`src/rtl/gshare_btb_predictor_pkg.sv`:
```
// Shared widths, table entry layouts, bundle types and FSM states for the gshare/BTB predictor.
package gshare_btb_predictor_pkg;

  localparam int unsigned DBITS        = 32;
  localparam int unsigned BHR_BITS     = 8;
  localparam int unsigned BTB_IDX_BITS = 4;
  localparam int unsigned TAG_BITS     = DBITS - BTB_IDX_BITS - 2;
  localparam int unsigned PHT_ENTRIES  = 2 ** BHR_BITS;
  localparam int unsigned BTB_ENTRIES  = 2 ** BTB_IDX_BITS;

  // Weakly not-taken.
  localparam logic [1:0] PHT_INIT = 2'b01;

  typedef enum logic [0:0] {
    StInit,
    StRun
  } state_e;

  typedef struct packed {
    logic                valid;
    logic                is_cond;
    logic [TAG_BITS-1:0] tag;
    logic [DBITS-1:0]    target;
  } btb_entry_t;

  typedef struct packed {
    logic                    taken;
    logic [DBITS-1:0]        target;
    logic [BHR_BITS-1:0]     bhr;
    logic [BHR_BITS-1:0]     pht_idx;
    logic [1:0]              pht_ctr;
    logic [BTB_IDX_BITS-1:0] btb_idx;
  } pred_to_fe_t;

  typedef struct packed {
    logic                valid;
    logic                is_cond;
    logic                taken;
    logic [DBITS-1:0]    pc;
    logic [DBITS-1:0]    target;
    logic [BHR_BITS-1:0] pht_idx;
    logic [1:0]          pht_ctr;
  } agex_to_pred_t;

endpackage

```
`src/rtl/gshare_btb_predictor_if.sv`:
```
// Fetch lookup / AGEX training bundle seen by the predictor; master is the pipeline side.
interface gshare_btb_predictor_if;
  import gshare_btb_predictor_pkg::*;

  logic [DBITS-1:0]        pc_fe;
  logic                    pred_taken;
  logic [DBITS-1:0]        pred_target;
  logic [BHR_BITS-1:0]     pred_bhr;
  logic [BHR_BITS-1:0]     pred_pht_idx;
  logic [1:0]              pred_pht_ctr;
  logic [BTB_IDX_BITS-1:0] pred_btb_idx;
  logic                    upd_valid;
  logic                    upd_is_cond;
  logic                    upd_taken;
  logic [DBITS-1:0]        upd_pc;
  logic [DBITS-1:0]        upd_target;
  logic [BHR_BITS-1:0]     upd_pht_idx;
  logic [1:0]              upd_pht_ctr;
  logic                    init_busy;

  modport master (
    output pc_fe, upd_valid, upd_is_cond, upd_taken, upd_pc, upd_target, upd_pht_idx,
           upd_pht_ctr,
    input  pred_taken, pred_target, pred_bhr, pred_pht_idx, pred_pht_ctr, pred_btb_idx,
           init_busy
  );

  modport slave (
    input  pc_fe, upd_valid, upd_is_cond, upd_taken, upd_pc, upd_target, upd_pht_idx,
           upd_pht_ctr,
    output pred_taken, pred_target, pred_bhr, pred_pht_idx, pred_pht_ctr, pred_btb_idx,
           init_busy
  );

endinterface

```
`src/rtl/gshare_btb_predictor_sat_counter2.sv`:
```
// 2-bit saturating up/down counter step, purely combinational.
module sat_counter2 (
  input  logic [1:0] ctr_i,
  input  logic       inc_i,
  output logic [1:0] ctr_o
);

  always_comb begin
    ctr_o = ctr_i;
    if (inc_i) begin
      if (ctr_i != 2'b11) ctr_o = ctr_i + 2'b01;
    end else begin
      if (ctr_i != 2'b00) ctr_o = ctr_i - 2'b01;
    end
  end

endmodule

```
`src/rtl/gshare_btb_predictor.sv`:
```
// Gshare direction predictor with a direct-mapped BTB: zero-latency lookup for fetch,
// trained by resolved branches from AGEX, tables cleared by an init sweep after reset.
module gshare_btb_predictor
  import gshare_btb_predictor_pkg::*;
(
  input logic                         clk,
  input logic                         reset,
  gshare_btb_predictor_if.slave       bp
);

  state_e              state_q, state_d;
  logic [BHR_BITS-1:0] cnt_q, cnt_d;
  logic [BHR_BITS-1:0] bhr_q, bhr_d;

  logic [1:0] pht_q [PHT_ENTRIES];
  btb_entry_t btb_q [BTB_ENTRIES];

  logic                    pht_we;
  logic [BHR_BITS-1:0]     pht_waddr;
  logic [1:0]              pht_wdata;
  logic                    btb_we;
  logic [BTB_IDX_BITS-1:0] btb_waddr;
  btb_entry_t              btb_wdata;

  agex_to_pred_t upd;
  pred_to_fe_t   pred;
  logic [1:0]    trained_ctr;
  logic          run;

  logic [BHR_BITS-1:0]     lk_pht_idx;
  logic [BTB_IDX_BITS-1:0] lk_btb_idx;
  logic [1:0]              lk_ctr;
  btb_entry_t              lk_entry;
  logic                    lk_hit;
  logic                    lk_taken;

  assign upd = '{
    valid:   bp.upd_valid,
    is_cond: bp.upd_is_cond,
    taken:   bp.upd_taken,
    pc:      bp.upd_pc,
    target:  bp.upd_target,
    pht_idx: bp.upd_pht_idx,
    pht_ctr: bp.upd_pht_ctr
  };

  assign run = (state_q == StRun);

  // Lookup reads the arrays directly, so a same-cycle update is not visible until next cycle.
  always_comb begin
    lk_pht_idx = bp.pc_fe[BHR_BITS+1:2] ^ bhr_q;
    lk_btb_idx = bp.pc_fe[BTB_IDX_BITS+1:2];
    lk_ctr     = pht_q[lk_pht_idx];
    lk_entry   = btb_q[lk_btb_idx];
    lk_hit     = lk_entry.valid && (lk_entry.tag == bp.pc_fe[DBITS-1:BTB_IDX_BITS+2]);
    lk_taken   = lk_hit && (!lk_entry.is_cond || lk_ctr[1]);
  end

  always_comb begin
    pred = '0;
    if (run) begin
      pred.taken   = lk_taken;
      pred.target  = lk_taken ? lk_entry.target : '0;
      pred.bhr     = bhr_q;
      pred.pht_idx = lk_pht_idx;
      pred.pht_ctr = lk_ctr;
      pred.btb_idx = lk_btb_idx;
    end
  end

  assign bp.pred_taken   = pred.taken;
  assign bp.pred_target  = pred.target;
  assign bp.pred_bhr     = pred.bhr;
  assign bp.pred_pht_idx = pred.pht_idx;
  assign bp.pred_pht_ctr = pred.pht_ctr;
  assign bp.pred_btb_idx = pred.btb_idx;
  assign bp.init_busy    = !run;

  // The carried counter is the training base, not a fresh read of the PHT.
  sat_counter2 u_sat_counter2 (
    .ctr_i (upd.pht_ctr),
    .inc_i (upd.taken),
    .ctr_o (trained_ctr)
  );

  always_comb begin
    state_d   = state_q;
    cnt_d     = cnt_q;
    bhr_d     = bhr_q;
    pht_we    = 1'b0;
    pht_waddr = cnt_q;
    pht_wdata = PHT_INIT;
    btb_we    = 1'b0;
    btb_waddr = cnt_q[BTB_IDX_BITS-1:0];
    btb_wdata = '0;
    unique case (state_q)
      StInit: begin
        pht_we = 1'b1;
        btb_we = 1'b1;
        cnt_d  = cnt_q + 1'b1;
        if (cnt_q == '1) state_d = StRun;
      end
      StRun: begin
        if (upd.valid && upd.is_cond) begin
          pht_we    = 1'b1;
          pht_waddr = upd.pht_idx;
          pht_wdata = trained_ctr;
          bhr_d     = {bhr_q[BHR_BITS-2:0], upd.taken};
        end
        if (upd.valid && upd.taken) begin
          btb_we    = 1'b1;
          btb_waddr = upd.pc[BTB_IDX_BITS+1:2];
          btb_wdata = '{
            valid:   1'b1,
            is_cond: upd.is_cond,
            tag:     upd.pc[DBITS-1:BTB_IDX_BITS+2],
            target:  upd.target
          };
        end
      end
      default: state_d = StInit;
    endcase
  end

  always_ff @(posedge clk or posedge reset) begin
    if (reset) begin
      state_q <= StInit;
      cnt_q   <= '0;
      bhr_q   <= '0;
    end else begin
      state_q <= state_d;
      cnt_q   <= cnt_d;
      bhr_q   <= bhr_d;
    end
  end

  // Tables have no reset; the init sweep clears them.
  always_ff @(posedge clk) begin
    if (pht_we) pht_q[pht_waddr] <= pht_wdata;
    if (btb_we) btb_q[btb_waddr] <= btb_wdata;
  end

  logic unused_pc_bits;
  assign unused_pc_bits = ^{bp.pc_fe[1:0], bp.upd_pc[1:0]};

endmodule
```
`src/flat_wrapper.sv`:
```
// flat-port wrapper written by rule: the top's interface ports become plain ports
module gshare_btb_predictor_flat import gshare_btb_predictor_pkg::*;
  (clk, reset, bp_pc_fe, bp_upd_valid, bp_upd_is_cond, bp_upd_taken, bp_upd_pc, bp_upd_target, bp_upd_pht_idx, bp_upd_pht_ctr, bp_pred_taken, bp_pred_target, bp_pred_bhr, bp_pred_pht_idx, bp_pred_pht_ctr, bp_pred_btb_idx, bp_init_busy);
  gshare_btb_predictor_if bp_i ();
  input logic clk;
  input logic reset;
  input wire logic [$bits(bp_i.pc_fe)-1:0] bp_pc_fe;
  input wire logic [$bits(bp_i.upd_valid)-1:0] bp_upd_valid;
  input wire logic [$bits(bp_i.upd_is_cond)-1:0] bp_upd_is_cond;
  input wire logic [$bits(bp_i.upd_taken)-1:0] bp_upd_taken;
  input wire logic [$bits(bp_i.upd_pc)-1:0] bp_upd_pc;
  input wire logic [$bits(bp_i.upd_target)-1:0] bp_upd_target;
  input wire logic [$bits(bp_i.upd_pht_idx)-1:0] bp_upd_pht_idx;
  input wire logic [$bits(bp_i.upd_pht_ctr)-1:0] bp_upd_pht_ctr;
  output wire logic [$bits(bp_i.pred_taken)-1:0] bp_pred_taken;
  output wire logic [$bits(bp_i.pred_target)-1:0] bp_pred_target;
  output wire logic [$bits(bp_i.pred_bhr)-1:0] bp_pred_bhr;
  output wire logic [$bits(bp_i.pred_pht_idx)-1:0] bp_pred_pht_idx;
  output wire logic [$bits(bp_i.pred_pht_ctr)-1:0] bp_pred_pht_ctr;
  output wire logic [$bits(bp_i.pred_btb_idx)-1:0] bp_pred_btb_idx;
  output wire logic [$bits(bp_i.init_busy)-1:0] bp_init_busy;
  assign bp_i.pc_fe = bp_pc_fe;
  assign bp_i.upd_valid = bp_upd_valid;
  assign bp_i.upd_is_cond = bp_upd_is_cond;
  assign bp_i.upd_taken = bp_upd_taken;
  assign bp_i.upd_pc = bp_upd_pc;
  assign bp_i.upd_target = bp_upd_target;
  assign bp_i.upd_pht_idx = bp_upd_pht_idx;
  assign bp_i.upd_pht_ctr = bp_upd_pht_ctr;
  assign bp_pred_taken = bp_i.pred_taken;
  assign bp_pred_target = bp_i.pred_target;
  assign bp_pred_bhr = bp_i.pred_bhr;
  assign bp_pred_pht_idx = bp_i.pred_pht_idx;
  assign bp_pred_pht_ctr = bp_i.pred_pht_ctr;
  assign bp_pred_btb_idx = bp_i.pred_btb_idx;
  assign bp_init_busy = bp_i.init_busy;
  gshare_btb_predictor u_core (.clk(clk), .reset(reset), .bp(bp_i));
endmodule
```
`config.mk`:
```
export PLATFORM = sky130hd
export DESIGN_NAME = gshare_btb_predictor_flat
export DESIGN_NICKNAME = d
export VERILOG_FILES = /design/src/rtl/gshare_btb_predictor_pkg.sv /design/src/rtl/gshare_btb_predictor_if.sv /design/src/rtl/gshare_btb_predictor_sat_counter2.sv /design/src/rtl/gshare_btb_predictor.sv /design/src/flat_wrapper.sv
export SDC_FILE = /design/constraint.sdc
export NUM_CORES = 1
export LEC_CHECK = 0
export CAP_MARGIN = 20
export CORE_MARGIN = 2
export CORE_UTILIZATION = 45
export CTS_CLUSTER_SIZE = 12
export DETAILED_ROUTE_END_ITERATION = 8
export GPL_TIMING_DRIVEN = 0
export SYNTH_ARGS = -nofsm -noshare
export SYNTH_HDL_FRONTEND = slang
export SYNTH_SLANG_ARGS = --single-unit
```
`constraint.sdc`:
```
create_clock -name clk -period 21.9 [get_ports clk]
set_input_delay 2.19 -clock clk [delete_from_list [all_inputs] [get_ports clk]]
set_output_delay 2.19 -clock clk [all_outputs]
set_load 0.03 [all_outputs]
```
-- After elaboration in Yosys (flattened, before gate mapping)
Memories as Yosys holds them, arrays and structs flattened.
Cells that the tools add are included.
- mux-type cells: 23
- bitwise gates (word level): 2
- reduce and logical (&&, ||, !) cells: 9
- $add $sub $neg: 3
- equal/unequal tests: 3
- operators with widths (operator ; number):
    $mux W60 ; 2
    $mux W55 ; 1
    $mux W32 ; 1
    $eq A26 B26 Y1 ; 1
    $mux W8 ; 2
    $mux W2 ; 5
    $add A8 B1 Y8 const B ; 1
    $eq A8 B8 Y1 const B ; 1
    $mux W1 ; 8
    $mux W4 ; 2
    $xor A8 B8 Y8 ; 1
    $logic_and A1 B1 Y1 ; 4
    $pmux W1 S2 ; 2
    $add A2 B1 Y2 const B ; 1
    $logic_not A1 Y1 ; 2
    $ne A2 B2 Y1 const B ; 1
    $reduce_and A2 Y1 ; 1
    $reduce_bool A2 Y1 ; 1
    $sub A2 B1 Y2 const B ; 1
    $logic_or A1 B1 Y1 ; 1
    $not A1 Y1 ; 1
- flip-flop bits (word level): 17
- RAM bits: 1472
- output and inout bits: 56
- input port bits: 111
- memories kept: 2
- memories (memory ; depth ; bits a word ; read ports ; clocked after memory_dff ; wr ports ; line ; source):
    u_core.btb_q ; 16 ; 60 ; 1 ; 0 ; 1 ; gshare_btb_predictor.sv:16 ; btb_entry_t btb_q [BTB_ENTRIES];
    u_core.pht_q ; 256 ; 2 ; 1 ; 0 ; 1 ; gshare_btb_predictor.sv:15 ; logic [1:0] pht_q [PHT_ENTRIES];

-- Depth between registers and ports, before layout
Gate-level depths: netlist of run 1.
An unclocked memory read counts as a cell.
- depth after elaboration: 6
- mapped depth: 13
- depth with buffers taken out: 8

-- Hierarchy
From an unflattened synthesis of run 1, not the netlist that was laid out.
- cell total of the unflattened synthesis: 2973
- area, all modules: 59733.5 sq um
- by module, submodules not included (module ; cells an instance ; area each (sq um) ; sequential area each (sq um) ; instances):
    gshare_btb_predictor ; 2970 ; 59707.3 ; 44627.8 ; 1
    sat_counter2 ; 3 ; 26.3 ; 0.0 ; 1

-- Least setup slack after synthesis of run 1
No wires, ideal clock.
- path type: input to register
- start: input port bp_upd_pht_ctr[0]
- end: memory u_core.pht_q[0][0] (data pin)
- setup time: 2.188 ns
- stages on the path: 3
- setup slack: 7.496 ns
- arrival: 12.217 ns
- cells stage by stage: inv_1 > a21oi_1 > o21ai_0
- cells in the longest elaborated chain, start to end: 5
- elaborated cells on any way between the ends: 9
- those cells by class: add/sub: 2; eq/ne: 1; mux: 5; reduce/logical: 1
- RTL lines (what ; line ; source):
    start, declared ; flat_wrapper.sv:14 ; input wire logic [$bits(bp_i.upd_pht_ctr)-1:0] bp_upd_pht_ctr;
    $sub A2 B1 Y2, or another cell as far along ; gshare_btb_predictor_sat_counter2.sv:13 ; if (ctr_i != 2'b00) ctr_o = ctr_i - 2'b01;
    $mux W2 (on tied branches) ; gshare_btb_predictor_sat_counter2.sv:13, gshare_btb_predictor_sat_counter2.sv:11 ;
    $mux W2 (*) ; gshare_btb_predictor_sat_counter2.sv:10 ; if (inc_i) begin
    $mux W2 (*) ; gshare_btb_predictor.sv:104 ; if (upd.valid && upd.is_cond) begin
    $mux W2 (*) ; gshare_btb_predictor.sv:96 ; unique case (state_q)
    named net u_core.pht_wdata[0] ; gshare_btb_predictor.sv:20 ; logic [1:0] pht_wdata;
    end, declared ; gshare_btb_predictor.sv:15 ;
The timed path passes the listed nets; every way through them passes the cells marked *.

-- Worst setup path in the final report of run 1
- start: input port bp_pc_fe[5]
- end: output port bp_pred_target[1]
- cells in the longest elaborated chain, start to end: 6
- elaborated cells on any way between the ends: 10
- those cells by class: eq/ne: 1; mux: 2; bitwise: 1; reduce/logical: 4; memory: 2
- RTL lines (what ; line ; source):
    start, declared ; flat_wrapper.sv:7 ; input wire logic [$bits(bp_i.pc_fe)-1:0] bp_pc_fe;
    $xor A8 B8 Y8 / $mem_v2 Z16 W60 (equally long branches) ; - ;
    $mem_v2 Z256 W2, or another cell as far along ; - ;
    $logic_or A1 B1 Y1 / $logic_and A1 B1 Y1 (equally long branches) ; gshare_btb_predictor.sv:56, gshare_btb_predictor.sv:55 ;
    $logic_and A1 B1 Y1 ; gshare_btb_predictor.sv:56 ; lk_taken = lk_hit && (!lk_entry.is_cond || lk_ctr[1]);
    $mux W32 (*) ; gshare_btb_predictor.sv:63 ; pred.target = lk_taken ? lk_entry.target : '0;
    $mux W55 (*) ; gshare_btb_predictor.sv:61 ; if (run) begin
    end, declared ; flat_wrapper.sv:16 ; output wire logic [$bits(bp_i.pred_target)-1:0] bp_pred_target;
Every way passes the cells marked *; elsewhere a longest branch is shown, timed or not.

==> run metrics, run 1 <==
maximum VDD drop slightly below 0.00007 V; Reg2Reg Depth 9; Post-CTS Setup Bufs 0; Synth Flop Type edfxtp_1; first-pass GRT wire length between 200000 and 250000 um; Post-Synthesis Cells between 2000 and 3000; largest fanout on the critical path 10; final-report setup violation count 0; gr usage total 23.98%; Synth cell types 63; Seq/Total Area, Yosys between 70% and 80%; maximum clock rate ~98 MHz; CTS HTree Levels 4; Post-synth top cells edfxtp_1 (1472), mux4_2 (398), nor2_1 (310); DRT antenna net count 0; DRC 0; layout cells sized above 1 23.80%; RSZ-0062 raised after global routing false; status completed; pwr/cell area about 81 nW/um^2; hold_buf cts 0; worst r2r dst u_core.btb_q[12][28]; Starting Density around 45%; routed len/inst approximately 32 um; Max-slew headroom a little under a quarter; pin count of the biggest net entering global routing 47; WL final between 150000 and 200000 um; CTS tree done; IO Port Bufs approximately 160; final period utilization roughly 46%; Slowest-stage cell, CP clkdlybuf4s50_1; Internal ~4.5 mW; syn_area_per_cell 20.68 um^2; cts repair resizes 0; Vias/cell just over 6; die height 368.3 um; dpl cells just under 5000; RePlAce Congestion around 0.8; Warnings, synthesis 0; Layout Cells excl Fill ~5100; DIE AREA 135600 um^2; Crit path buffers/inverters 5; critical path class in2out; flops & latches, synth around 1500; Post-synth EDFFs between 1000 and 1500; critical path's top delay family buffers and inverters; Layout area overhead 16.61%; Seq pwr share about 55%; largest cells by area after synthesis edfxtp_1 (74%), mux4_2 (15%), nor2_1 (1.9%); final core utilization between 50 and 60%; DP Worst Slack between 10 and 15 ns; final setup margin 11.75 ns; crit-path cells clkdlybuf4s50_1, buf_2, buf_2, buf_1, mux2i_1, a21oi_1, xor2_1, nor4_1, nand4_1, nor4b_1, clkdlybuf4s50_1; Register-to-Register Setup Slack approximately 17 ns; launch point of the worst path bp_pc_fe[5]; Horiz. Die Dim around 370 um; switching pwr roughly 1.2 mW; Detailed Route Iter0 Violations 4318; arrival time worst endpoint just under 8 ns; critical path startpoint category input port; Mapped Nets 3000; Worst-path clk slew around 0.06 ns; Critical Path End bp_pred_target[1]; most common cell in the netlist edfxtp_1; Worst Skew 0.03062 ns; HPWL after detailed placement around 110000 um; P_leak 19.16 nW; Comb pwr share under 10%; clock latency on the worst-skew pair around 0.79 ns; Crit path depth 11; largest area contributor in the netlist edfxtp_1; Synth top area share approximately 74%; largest stage delay on the critical path about 0.80 ns; Max-Cap Viols 0; Final Slew Violations 0; origin of the critical flop-to-flop path u_core.run; HP Class reg2reg; worst slew pin tran roughly 1.1 ns; number of CTS-inserted buffers between 150 and 200; Tmin final between 10 and 15 ns; antenna violations before repair 11; Root Driver clkbuf_16; drt first pass iters 6; CP endpoint kind primary output; DR vias between 30000 and 40000; Syn Std Cell Area between 50000 and 60000 um^2; Core Area between 100000 and 150000 um^2; Clock Power Share a little over two fifths; # IOs about 170; Hold Vio Cnt, Final 0; Sw Ratio about a fifth; CTS Buffer Depth 3; vias in the first global route 32210; clock sinks roughly 1500; asr flop ratio synth between 1 and 1.5%; cell row count ~130; Hold Slack between 0.5 and 0.6 ns; total grt overflow 0; nets roughly 3400; Final Power approximately 5.6 mW; CP required slightly below 20 ns
[per-layer routing]
metal  track usage, %  wire length, um
met5                0               37
met4            5.848             3219
met3            5.042            15420
met2            37.54            76770
met1            34.70            66360
[registers in the layout, summed over array words and instances (netlist names)]
name          count
u_core.btb_q    960
u_core.bhr_q      8
u_core.run        1
u_core.pht_q    512
u_core.cnt_q      8
[cell usage in the layout (no fill, tap or decap), types with 8 or more instances in the layout]
| cell type | Yosys | layout |
|---|---|---|
| edfxtp_1 | 1472 | 1472 |
| mux4_2 | 398 | 398 |
| nor2_1 | 310 | 294 |
| clkdlybuf4s50_1 | 0 | 158 |
| clkbuf_16 | 0 | 154 |
| clkbuf_1 | 74 | 119 |
| nand2_1 | 106 | 106 |
| and2_1 | 72 | 72 |
| buf_2 | 53 | 54 |
| buf_12 | 2 | 46 |
| mux2i_1 | 33 | 33 |
| xor2_1 | 29 | 29 |
| nor4b_2 | 28 | 28 |
| clkinv_1 | 0 | 27 |
| buf_6 | 19 | 22 |
| mux4_1 | 22 | 22 |
| a21oi_1 | 21 | 20 |
| buf_16 | 0 | 19 |
| xnor2_1 | 17 | 17 |
| nand3_1 | 17 | 17 |
| dfrtp_1 | 17 | 17 |
| nor2_4 | 0 | 16 |
| buf_4 | 12 | 15 |
| nor3_1 | 13 | 13 |
| nand3b_1 | 12 | 12 |
| a22oi_1 | 11 | 11 |
| o22ai_1 | 10 | 10 |
| inv_1 | 9 | 9 |
| buf_1 | 9 | 9 |
| a31oi_1 | 9 | 9 |
| a211oi_1 | 9 | 9 |
| clkinv_2 | 0 | 9 |
| nand4_1 | 8 | 8 |
| nor4_1 | 8 | 8 |
| nand2b_1 | 8 | 8 |
| o21ai_0 | 9 | 8 |
[power groups by stage]
stage	clock [mW]	sequential, mW	combinational (mW)
6_report	2.37	3.08	0.182
3_5_place_dp	0	3.14	0.184
3_3_place_gp	0	3.14	0.180
4_1_cts	2.41	3.08	0.185
5_1_grt	2.52	3.08	0.191
2_1_floorplan	0	3.14	0.102
[metrics by stage]
step           area (um^2)  TNS (ns)
2_1_floorplan        59720         0
3_3_place_gp         63500   -300.31
3_5_place_dp         65180         0
4_1_cts              69630         0
5_1_grt              69640         0
6_report             69640         0
[worst min-delay path by stage]
| stage | start | to | slack, ns | cells past startpoint |
|---|---|---|---|---|
| 4_1_cts | u_core.bhr_q[7] | u_core.bhr_q[7] | 0.53 | 2 |
| 5_1_grt | u_core.bhr_q[7] | u_core.bhr_q[7] | 0.58 | 2 |
| 2_1_floorplan | u_core.bhr_q[7] | u_core.bhr_q[7] | 0.48 | 2 |
| 3_5_place_dp | u_core.bhr_q[7] | u_core.bhr_q[7] | 0.52 | 2 |
| 3_3_place_gp | u_core.bhr_q[7] | u_core.bhr_q[7] | 0.52 | 2 |
| 6_report | u_core.bhr_q[7] | u_core.bhr_q[7] | 0.55 | 2 |
[tightest hold or removal path: cells and delay by family, from the launching register on]
kind	cells	cell delay (ns)
simple gates	2	0.13
flops	1	0.38
[cell families after synthesis]
family | Yosys count | synth area share (%)
AND/OR/NAND/NOR | 607 | 5.024
adder cells (fa/ha/maj) | 1 | 0.02095
AO/OA/AOI/OAI | 104 | 1.213
multiplexers | 460 | 16.66
XOR/XNOR | 48 | 0.7291
flip-flops | 1489 | 74.73
buffers and inverters | 179 | 1.624
[area by class of cell]
cell class | instances | area [um^2]
clock inverter | 53 | 421.7
inverter | 9 | 33.78
timing repair buffer | 233 | 3122
fill | 10170 | 61990
sequential | 1489 | 44630
multi-input combinational | 1220 | 14270
tap | 1755 | 2196
antenna | 1 | 2.502
buffer | 170 | 937.1
clock buffer | 200 | 4026
Note: power is estimated with default switching activity, not from simulation.
==> run 2: changes to the inputs <==
==> constraint.sdc (replaced) <==
create_clock -name clk -period 9.7 [get_ports clk]
set_input_delay 0.97 -clock clk [delete_from_list [all_inputs] [get_ports clk]]
set_output_delay 0.97 -clock clk [all_outputs]
set_load 0.03 [all_outputs]
==> run metrics, run 2 (same netlist as run 1, synthesis figures left out) <==
status completed; origin of the critical flop-to-flop path u_core.run; Reg2Reg Depth 9 (unchanged); largest stage delay on the critical path 1.00 ns (+0.20 ns); gr usage total 24.16% (+0.18 points); layout cells sized above 1 23.90% (+0.097 points); DRT antenna net count 0 (unchanged); total grt overflow 0 (unchanged); Starting Density 45.37% (unchanged); Worst Hold Path EP u_core.bhr_q[7]; final period utilization between 80 and 90%; arrival time worst endpoint 7.04 ns (-0.92 ns); Max-slew headroom 14.13% (-9.8 points); # fillers 10040 (-1.3%); drt first pass iters 5 (-1); pwr/cell area 182.3 nW/um^2 (+130%); Final Instance Area 69810 um^2 (+0.24%); critical path's top delay family buffers and inverters; clock latency on the worst-skew pair 0.78 ns (about the same); Final Slew Violations 0 (unchanged); worst r2r dst u_core.btb_q[2][20]; Slowest-stage cell, CP nor4b_1; Detailed Route Iter0 Violations 4422 (+2.4%); most frequent cells in the layout edfxtp_1 (1472), mux4_2 (398), nor2_1 (294), clkdlybuf4s50_1 (158), clkbuf_16 (156); hold path cells 2 (unchanged); vias in the first global route 32240 (+0.087%); Most flops, register u_core.btb_q; number of CTS-inserted buffers 153 (-0.65%); CTS Buffer Depth 3 (unchanged); Root Driver clkbuf_16; clock sinks 1489 (unchanged); Crit path buffers/inverters 5 (unchanged); Horiz. Die Dim 368.3 um (unchanged); antenna violations before repair 10 (-1); DIE AREA 135600 um^2 (unchanged); dpl cells 4881 (+0.12%); cell row count 133 (unchanged); Worst-path clk slew 0.06 ns (about the same); HP Class reg2reg; P_leak 19.24 nW (+0.42%); pin count of the biggest net entering global routing 51 (+8.5%); Layout Cells excl Fill 5136 (+0.12%); RePlAce Congestion 0.8383 (+1.7%); WL final 162800 um (+0.62%); Core Area 131600 um^2 (unchanged); area occupied by multi-input gates 14280 um^2 (about the same); die height 368.3 um (unchanged); Vias/cell 6.090 (+0.10%); critical path startpoint category input port; Largest regs u_core.btb_q x960, u_core.pht_q x512; hold_buf cts 0 (unchanged); cts repair resizes 0 (unchanged); Hold Slack 0.5512 ns (+0.004663 ns); commonest non-fill, non-tap cell in the layout edfxtp_1; Register-to-Register Setup Slack 4.97 ns (-12.11 ns); met1 GRT Util 34.83% (+0.13 points); crit-path cells clkdlybuf4s50_1, buf_2, buf_2, buf_1, mux4_2, xor2_1, nor4_1, nand4_1, nor4b_1, clkdlybuf4s50_1; Tmin final about 8.0 ns; worst slew pin tran 1.279 ns (+0.1460 ns); CTS tree done; Max-Cap Viols 0 (unchanged); # IOs 167 (unchanged); Most Crowded Layer GR met2; CP endpoint kind primary output; IO Port Bufs 158 (unchanged); maximum clock rate between 100 and 150 MHz; RSZ-0062 raised after global routing false; met2 usage 37.79% (+0.25 points); final-report setup violation count 0 (unchanged); CTS HTree Levels 4 (unchanged); first-pass GRT wire length 230800 um (+0.48%); grt met3 use 4.728% (-0.31 points); max reg flops 960 (unchanged); Layout area overhead 16.89%; final core utilization 53.04% (+0.13 points); critical path class in2out; DRC 0 (unchanged); CP required 8.73 ns (-10.98 ns); Worst Hold Launch u_core.bhr_q[7]; DR vias 31280 (+0.22%); Reg area 44630 um^2 (unchanged); HPWL after detailed placement 106800 um (+0.33%); Hold Vio Cnt, Final 0 (unchanged); maximum VDD drop 0.0002002 V (+200%); Post-CTS Setup Bufs 0 (unchanged); Post-DP Area 65330 um^2 (+0.23%); largest fanout on the critical path 10 (unchanged); nets 3396 (+0.21%); routed len/inst 31.70 um (+0.50%); Worst Skew 0.02754 ns (-0.003081 ns)
==> run 2: worst register-to-register path, delay by kind of cell, from the launching register on <==
family,cells,cell delay (ns)
compound gates,1,0.51
buf+inv,6,2.57
flops,1,0.40
simple gates,2,0.91
==> run 2: stage by stage <==
stage	TNS (ns)	total power [mW]	setup slack (ns)
after global placement	-1458.58	7.506	-4.777
after floorplan	0	7.326	0.8979
final	0	12.72	1.687
after global routing	0	13.05	1.548
after CTS	0	12.80	1.678
after detailed placement	0	7.515	1.674
==> run 2: layout make-up <==
class	count	area share (%)
clock buffers	203	5.845
plain buffers	170	1.342
inverters	9	0.04839
well taps	1755	3.145
diodes	4	0.01434
clock inverters	45	0.4911
flip-flops and latches	1489	63.93
repair buffers	241	4.728
multi-input cells	1220	20.46
==> run 2: how the worst max path moves through the flow <==
stage                       from  cells after the start                    to
2_1_floorplan  bp_upd_pht_ctr[0]                      3    u_core.pht_q[0][0]
3_3_place_gp   bp_upd_pht_ctr[1]                      3  u_core.pht_q[136][0]
3_5_place_dp         bp_pc_fe[5]                     10     bp_pred_target[0]
4_1_cts              bp_pc_fe[5]                     10     bp_pred_target[0]
5_1_grt              bp_pc_fe[5]                     10     bp_pred_target[0]
6_report             bp_pc_fe[5]                     10     bp_pred_target[0]
==> run 2: power by group <==
part           switching [mW]  internal [mW]
Combinational           0.244          0.173
Sequential                  0           6.96
Clock                    2.34           3.01
Total                    2.58           10.1
==> run 2: layer usage <==
layer  up-vias  wire, um
met2      1708     76910
li1      12640         -
met5         -        27
met4         4      4251
met3       274     15820
met1     16650     65800
